## src/rtl/fetch_unit.sv

```systemverilog
// fetch_unit: instruction-fetch sequencer for the multicycle datapath.
// Owns the PC, issues one memory request per instruction, holds the fetched
// word until decode accepts it, then selects the next PC and counts retires.
//
// state   | meaning
// S_FETCH | request outstanding at PC, waiting for mem_ack (wait timer running)
// S_HOLD  | instruction register valid, waiting for decode to accept
// S_HALT  | fault latched; only reset leaves this state
//
// Legal parameter ranges: WIDTH 32..64, RESET_PC word aligned, TIMEOUT 1..255.
module fetch_unit #(
    parameter int unsigned      WIDTH    = 32,
    parameter logic [WIDTH-1:0] RESET_PC = '0,
    parameter int unsigned      TIMEOUT  = 15,
    parameter int unsigned      CNT_W    = 16
) (
    input  logic             clk,
    input  logic             rst_n,
    output logic             mem_req,
    output logic [WIDTH-1:0] mem_addr,
    input  logic             mem_ack,
    input  logic [31:0]      mem_rdata,
    output logic             instr_valid,
    output logic [31:0]      instr,
    output logic [WIDTH-1:0] instr_pc,
    input  logic             instr_ready,
    input  logic [1:0]       pc_sel,
    input  logic             branch_taken,
    input  logic [15:0]      imm16,
    input  logic [25:0]      target26,
    input  logic [WIDTH-1:0] jr_addr,
    output logic             fault,
    output logic [CNT_W-1:0] retire_count
);

    typedef enum logic [1:0] {
        S_FETCH = 2'd0,
        S_HOLD  = 2'd1,
        S_HALT  = 2'd2
    } state_t;

    // The wait timer fires on the cycle it would reach TIMEOUT, so the
    // terminal compare is against TIMEOUT-1; an ack in that cycle still wins.
    localparam logic [7:0] WAIT_LAST = 8'(TIMEOUT - 1);

    state_t           state;
    state_t           state_nxt;
    logic [WIDTH-1:0] pc;
    logic [WIDTH-1:0] pc_nxt;
    logic [WIDTH-1:0] p4;
    logic [WIDTH-1:0] br_off;
    logic [7:0]       wait_cnt;
    logic             jr_misaligned;
    logic             capture;
    logic             pc_load;
    logic             retire_inc;
    logic             fault_set;
    logic             cnt_inc;
    logic             cnt_clr;

    assign mem_addr      = pc;
    assign jr_misaligned = (pc_sel == 2'd3) && (jr_addr[1:0] != 2'b00);

    // Next-PC selection, relative to the address of the accepted instruction
    always_comb begin
        p4     = instr_pc + WIDTH'(4);
        br_off = {{(WIDTH-18){imm16[15]}}, imm16, 2'b00};
        case (pc_sel)
            2'd1:    pc_nxt = branch_taken ? (p4 + br_off) : p4;
            2'd2:    pc_nxt = {p4[WIDTH-1:28], target26, 2'b00};
            2'd3:    pc_nxt = jr_addr;
            default: pc_nxt = p4;
        endcase
    end

    // State register
    always_ff @(posedge clk or negedge rst_n) begin
        if (!rst_n) begin
            state <= S_FETCH;
        end else begin
            state <= state_nxt;
        end
    end

    // Next-state decode and handshake outputs; mem_req is gated by rst_n so
    // it is low while reset holds the FSM in S_FETCH
    always_comb begin
        state_nxt   = state;
        mem_req     = 1'b0;
        instr_valid = 1'b0;
        capture     = 1'b0;
        pc_load     = 1'b0;
        retire_inc  = 1'b0;
        fault_set   = 1'b0;
        cnt_inc     = 1'b0;
        cnt_clr     = 1'b0;
        case (state)
            S_FETCH: begin
                mem_req = rst_n;
                if (mem_ack) begin
                    capture   = 1'b1;
                    state_nxt = S_HOLD;
                end else if (wait_cnt == WAIT_LAST) begin
                    fault_set = 1'b1;
                    state_nxt = S_HALT;
                end else begin
                    cnt_inc = 1'b1;
                end
            end
            S_HOLD: begin
                instr_valid = 1'b1;
                if (instr_ready) begin
                    retire_inc = 1'b1;
                    if (jr_misaligned) begin
                        fault_set = 1'b1;
                        state_nxt = S_HALT;
                    end else begin
                        pc_load   = 1'b1;
                        cnt_clr   = 1'b1;
                        state_nxt = S_FETCH;
                    end
                end
            end
            S_HALT: begin
                state_nxt = S_HALT;
            end
            default: begin
                state_nxt = S_HALT;
            end
        endcase
    end

    // Datapath registers: PC, instruction register, wait timer, fault, retire count
    always_ff @(posedge clk or negedge rst_n) begin
        if (!rst_n) begin
            pc           <= RESET_PC;
            instr        <= '0;
            instr_pc     <= '0;
            wait_cnt     <= '0;
            fault        <= 1'b0;
            retire_count <= '0;
        end else begin
            if (capture) begin
                instr    <= mem_rdata;
                instr_pc <= pc;
            end
            if (pc_load) begin
                pc <= pc_nxt;
            end
            if (cnt_clr) begin
                wait_cnt <= '0;
            end else if (cnt_inc) begin
                wait_cnt <= wait_cnt + 8'd1;
            end
            if (fault_set) begin
                fault <= 1'b1;
            end
            if (retire_inc) begin
                retire_count <= retire_count + CNT_W'(1);
            end
        end
    end

endmodule
```

## config.mk

```make
export PLATFORM = sky130hd
export DESIGN_NAME = fetch_unit
export DESIGN_NICKNAME = d
export VERILOG_FILES = /design/src/rtl/fetch_unit.sv
export SDC_FILE = /design/constraint.sdc
export NUM_CORES = 1
export LEC_CHECK = 0
export ABC_AREA = 1
export BUFFER_PORTS_ARGS = -buffer_cell sky130_fd_sc_hd__buf_2
export CORE_MARGIN = 2
export CORE_UTILIZATION = 39
export CTS_CLUSTER_SIZE = 30
export DETAILED_ROUTE_END_ITERATION = 16
export PLACE_DENSITY = 0.72
export REMOVE_ABC_BUFFERS = 1
export SLEW_MARGIN = 20
export SYNTH_ARGS = -nofsm -noshare
export SYNTH_HDL_FRONTEND = slang
export SYNTH_SLANG_ARGS = --single-unit
```

## constraint.sdc

```tcl
create_clock -name clk -period 2.4 [get_ports clk]
set_input_delay 0.24 -clock clk [delete_from_list [all_inputs] [get_ports clk]]
set_output_delay 0.24 -clock clk [all_outputs]
set_load 0.02 [all_outputs]
```

## Word level (Yosys, flattened, before mapping)

Index checks and enable logic that the tools add are counted.

- Register bits after elaboration: 123
- Input port bits: 113
- Word-level logic and storage cells: 49

- Reduce and logical (&&, ||, !) cells: 5
- Muxes and demuxes: 26
- Equal/unequal tests: 7
- Add/subtract/negate cells: 4

Operators with widths:

| kind | number |
|---|---|
| one-hot mux 32 bit (3 select lines) | 1 |
| adder 32 x 3 -> 32 bit (second input constant) | 1 |
| adder 32 bit | 1 |
| 2-to-1 mux 32 bit | 1 |
| adder 16 x 1 -> 16 bit (second input constant) | 1 |
| 2-to-1 mux 1 bit | 16 |
| 2-to-1 mux 8 bit | 2 |
| adder 8 x 1 -> 8 bit (second input constant) | 1 |
| equality test 8 x 4 -> 1 bit (second input constant) | 1 |
| 2-to-1 mux 2 bit | 4 |
| equality test 2 x 1 -> 1 bit (second input constant) | 2 |
| equality test 2 bit (second input constant) | 2 |
| one-hot mux 2 bit (2 select lines) | 1 |
| nonzero test 2 bit | 2 |
| != test 3 bit (second input constant) | 1 |
| logical NOT 2 bit | 1 |
| != test 2 bit (second input constant) | 1 |
| one-hot mux 1 bit (2 select lines) | 1 |
| AND reduction 2 bit | 1 |
| logical AND 1 bit | 1 |

## Depth between registers and ports, before layout

- Depth in word-level cells: 6
- Gate-level depth with buffers: 26
- Mapped depth without buffers: 26

## Worst setup path after synthesis

No wires, ideal clock.

- Path type: register -> register
- Start point: reg instr_pc[2]
- End point: reg pc[25] (netlist: mem_addr[25])
- Setup time: 0.113 ns
- Stages on the path, launching flop included: 24
- Required time: 2.287 ns
- Data arrival time: 2.735 ns
- Buffers on the path: 0
- Clock period less this slack: 2.848 ns
- Slack: -0.448 ns
- Cell sequence: dfrtp_1 ha_1 nand2_1 nor2_4 inv_2 nor2_4 nand2_2 inv_2 nand2_1 xor2_1 ha_1 nand2_1 nor2_1 inv_1 nor3_1 nand2_1 nand2_1 nand2_1 nand2_1 nand2_1 nand3_1 nand3b_1 nand2_1 inv_1

- Cells in the longest elaborated chain, start to end: 4

Ends and longest elaborated chain:

| what | line | RTL |
|---|---|---|
| from (decl) | 25 | `output logic [WIDTH-1:0] instr_pc,` |
| from (signal assigned) | 145 | `instr_pc <= pc;` |
| adder 32 x 3 -> 32 bit * | 66 | `p4 = instr_pc + WIDTH'(4);` |
| adder 32 bit | 69 | `2'd1: pc_nxt = branch_taken ? (p4 + br_off) : p4;` |
| 2-to-1 mux 32 bit | 69 |  |
| one-hot mux 32 bit (3 select lines) * | 68 | `case (pc_sel)` |
| to (signal assigned) | 148 | `pc <= pc_nxt;` |
| to (decl) | 48 | `logic [WIDTH-1:0] pc;` |

Every way passes the cells marked *; elsewhere a longest branch is shown, timed or not.
A chain may end at the register's enable or synchronous reset.

## Worst setup path after layout

- Start point: reg instr_pc[3]
- End point: reg pc[31] (netlist: mem_addr[31])

Same word-level chain as after synthesis.

==> reports/metrics.cfg <==
[final_layout]
final_cells=1955
nets=1816
antennaDiodeCount=0
syn_to_final_growth_pct=55.5
drive_gt1_frac=0.442

[setup_path]
worst_setup_path_start_kind=flop
crit_top_cell=nand2_1
cp.buffers_inverters=1
crit_slowest_cell=ha_1
path_class=flop to flop
cp_slowest_stage_delay_ps=390
crit_family=simple AND/OR/NAND/NOR gates
cp_data_required_time_ps=2760
crit_fanout=5
crit_arrival_ps=3320
cp-end-kind=flop
crit_chain=ha_2 > nand2_2 > nor2_4 > nand4_4 > xor2_2 > ha_1 > a21oi_1 > nand2_2 > a21oi_2 > nand2_4 > buf_6 > a21oi_1 > nand2_1 > nand3_1 > nand2_1 > nand2_1 > nand2_1 > nand2_1

[pwr]
power_density_nw_per_um2=1240
leakage_nw=7.21
peakVddDrop_mv=0.597
totalPowerFinal_mw=16.9

[outcome]
status=finished with violations
violations=setup timing

[logic_synthesis]
synthMuxAreaShare=0
ys_ff_latch=123
synth.largest_area_cell=dfrtp_1
yosys.area_share.simple=0.341
synth-compound-area-share=0.117
ys_seq_area_frac=0.353
synth_area_per_cell_um2=6.98
yosys_warnings=0
syn_area_um2=8720
synthCells=1249
synth_fa_ha_area_frac=0.0583
ys_types=52
synth_top_family_by_area=simple AND/OR/NAND/NOR gates
synth_top_area_share=0.353
synth.area.top_cells=dfrtp_1, nand2_1, inv_1
synth-xor-area-share=0.0399

[timing]
period_minus_slack_ps=2950
setup_violations=25
hold_viol=0
worst_hold_slack_ps=11.7
clock_skew_ps=9.91
rsz0062_at_grt=true
timing.final.crit_share=1.23
max_freq_ghz=0.338
final.setup.worst_slack_ps=-554
slew_violations=0
slew_headroom=0.375
tightestPinTransition_ps=937

[cts]
cts_buffer_depth=2
cts_buffers=17
htreeDepth=4
cts_root_buf=clkbuf_16
numClockSinks=123
cts_tree=built
clkTransAtPathRegs_ps=70
clk-insertion-delay-late_ps=430

[placed_design]
gp_congestion=0.943
place_hpwl_um=24000
dp_cells=1890
portBuffers=227

[worst_hold_path]
hp-class=primary input to flop

[floorplanning]
die-area_um2=23600
rows=54
fp.coreArea_um2=21900
initial_core_util=0.398
die_x_um=153
fp.dieH_um=153
io_pins=228

[drt]
drt-wirelength-per-cell_um=17.3
ant_nets=0
wl_um=33800
drt-initial-drc-count=732
vias=10014
drc=0
avgViaCountPerCell=5.12
firstDrtPassIters=5

[global_routing]
grt_pass1_wl_um=51100
grt_usage=0.273
grt_max_degree=124
grt_overflow=0
antenna_found_initial=0
grt_pass1_vias=9717

[job]
maxCapViolCount=0

## layer usage
layer | GRT usage | vias to the layer above | share of wire
met3 | 0.0493 | 99 | 0.074
met5 | 0 | - | 0
li1 | - | 4796 | -
met1 | 0.348 | 4699 | 0.41
met2 | 0.466 | 420 | 0.48
met4 | 0.0935 | 0 | 0.040
## cells in the mapped netlist (all sizes together)
cell / count
a211oi: 4
a21o: 3
a21oi: 45
a221oi: 6
a22o: 13
a22oi: 1
a311o: 1
a31o: 1
a31oi: 1
and2: 3
buf: 16
clkbuf: 14
clkinv: 1
dfrtp: 123
fa: 1
ha: 39
inv: 175
nand2: 446
nand3: 61
nand3b: 13
nand4: 16
nor2: 100
nor3: 19
nor3b: 2
nor4: 1
o211ai: 6
o21a: 1
o21ai: 71
o21bai: 10
o22a: 1
o22ai: 6
o32ai: 1
or2: 10
xnor2: 10
xor2: 28
## cells in the final DEF (no fill, tap or decap), types with 7 or more instances in the layout
master / count
nor3_1: 8
inv_1: 148
nor2_4: 23
xor2_2: 11
buf_6: 15
xor2_1: 12
o21ai_1: 13
ha_4: 22
nand2_1: 361
clkbuf_16: 17
buf_2: 226
nand4_1: 13
or2_2: 8
a21oi_4: 7
a21oi_2: 12
nand3_2: 13
nor2_2: 26
nor2_1: 49
dfrtp_1: 122
nor3_2: 8
nand3_1: 46
nand3b_1: 13
a21oi_1: 26
ha_1: 14
nand2_2: 66
o21ai_0: 52
a22o_1: 13
buf_4: 179
nand2_4: 19
inv_2: 26
## final timing paths
check	depth (start not counted)	to	slack, ps	startpoint
setup / recovery	18	mem_addr[31]$_DFFE_PN0P_	-550	instr_pc[3]$_DFFE_PN0P_
hold / removal	3	instr[3]$_DFFE_PN0P_	10	mem_rdata[3]
setup reg to reg	18	mem_addr[31]$_DFFE_PN0P_	-550	instr_pc[3]$_DFFE_PN0P_
hold reg to reg	2	instr[3]$_DFFE_PN0P_	460	instr[3]$_DFFE_PN0P_
max in group asynchronous	3	mem_addr[16]$_DFFE_PN0P_	1390	rst_n
min in group asynchronous	3	retire_count[14]$_DFFE_PN0P_	440	rst_n
## power by group
group / switching [mW] / internal [mW] / total (mW)
Clock: 1.12 / 1.66 / 2.78
Sequential: 0.722 / 2.92 / 3.64
Combinational: 5.93 / 4.51 / 10.4
## stage by stage
stage           util  worst slack [ps]  TNS, ps  instance area [um^2]
2_1_floorplan      -             -1750  -100370                  8580
5_1_grt        0.619              -705   -14260                 13600
6_report       0.619              -554   -10320                 13600
3_3_place_gp   0.519              -660   -11480                 11400
4_1_cts        0.586              -531    -9330                 12800
3_5_place_dp   0.519              -699   -12710                 11400
## logic make-up (layout without fill, tap and decap cells)
group / after synthesis / after routing
AO/OA/AOI/OAI: 171 / 171
XOR/XNOR: 38 / 38
adder cells (fa/ha/maj): 40 / 40
buffers and inverters: 206 / 632
flip-flops: 123 / 123
AND/OR/NAND/NOR: 671 / 671
## sequential cells by signal, summed over array words and instances, names as in the netlist
signal and flops:
mem_addr 32, wait_cnt 8, instr_pc 32, instr 32
retire_count 16, fault 1, state 2
## cell type report
type / instances / area, um^2
clock buffer: 17 / 425
inverter: 176 / 663
clock inverter: 14 / 184
fill: 1893 / 8340
multi-input combinational: 920 / 6120
tap: 280 / 350
sequential: 123 / 3080
timing repair buffer: 425 / 2730
## tightest hold or removal path: stages
cell,delay [ps]
buf_2,70
nand2_1,40
nand2_1,50
## what timing repair did
item                       in CTS  in global routing
setup endpoints to repair      26                 28
resized for setup             164                146
pin swaps                      54                 52
buffers inserted               22                 13
hold buffers                    1                  0
cloned                          0                  0
hold endpoints to repair       57                  0
Note: power is estimated with default switching activity, not from simulation.
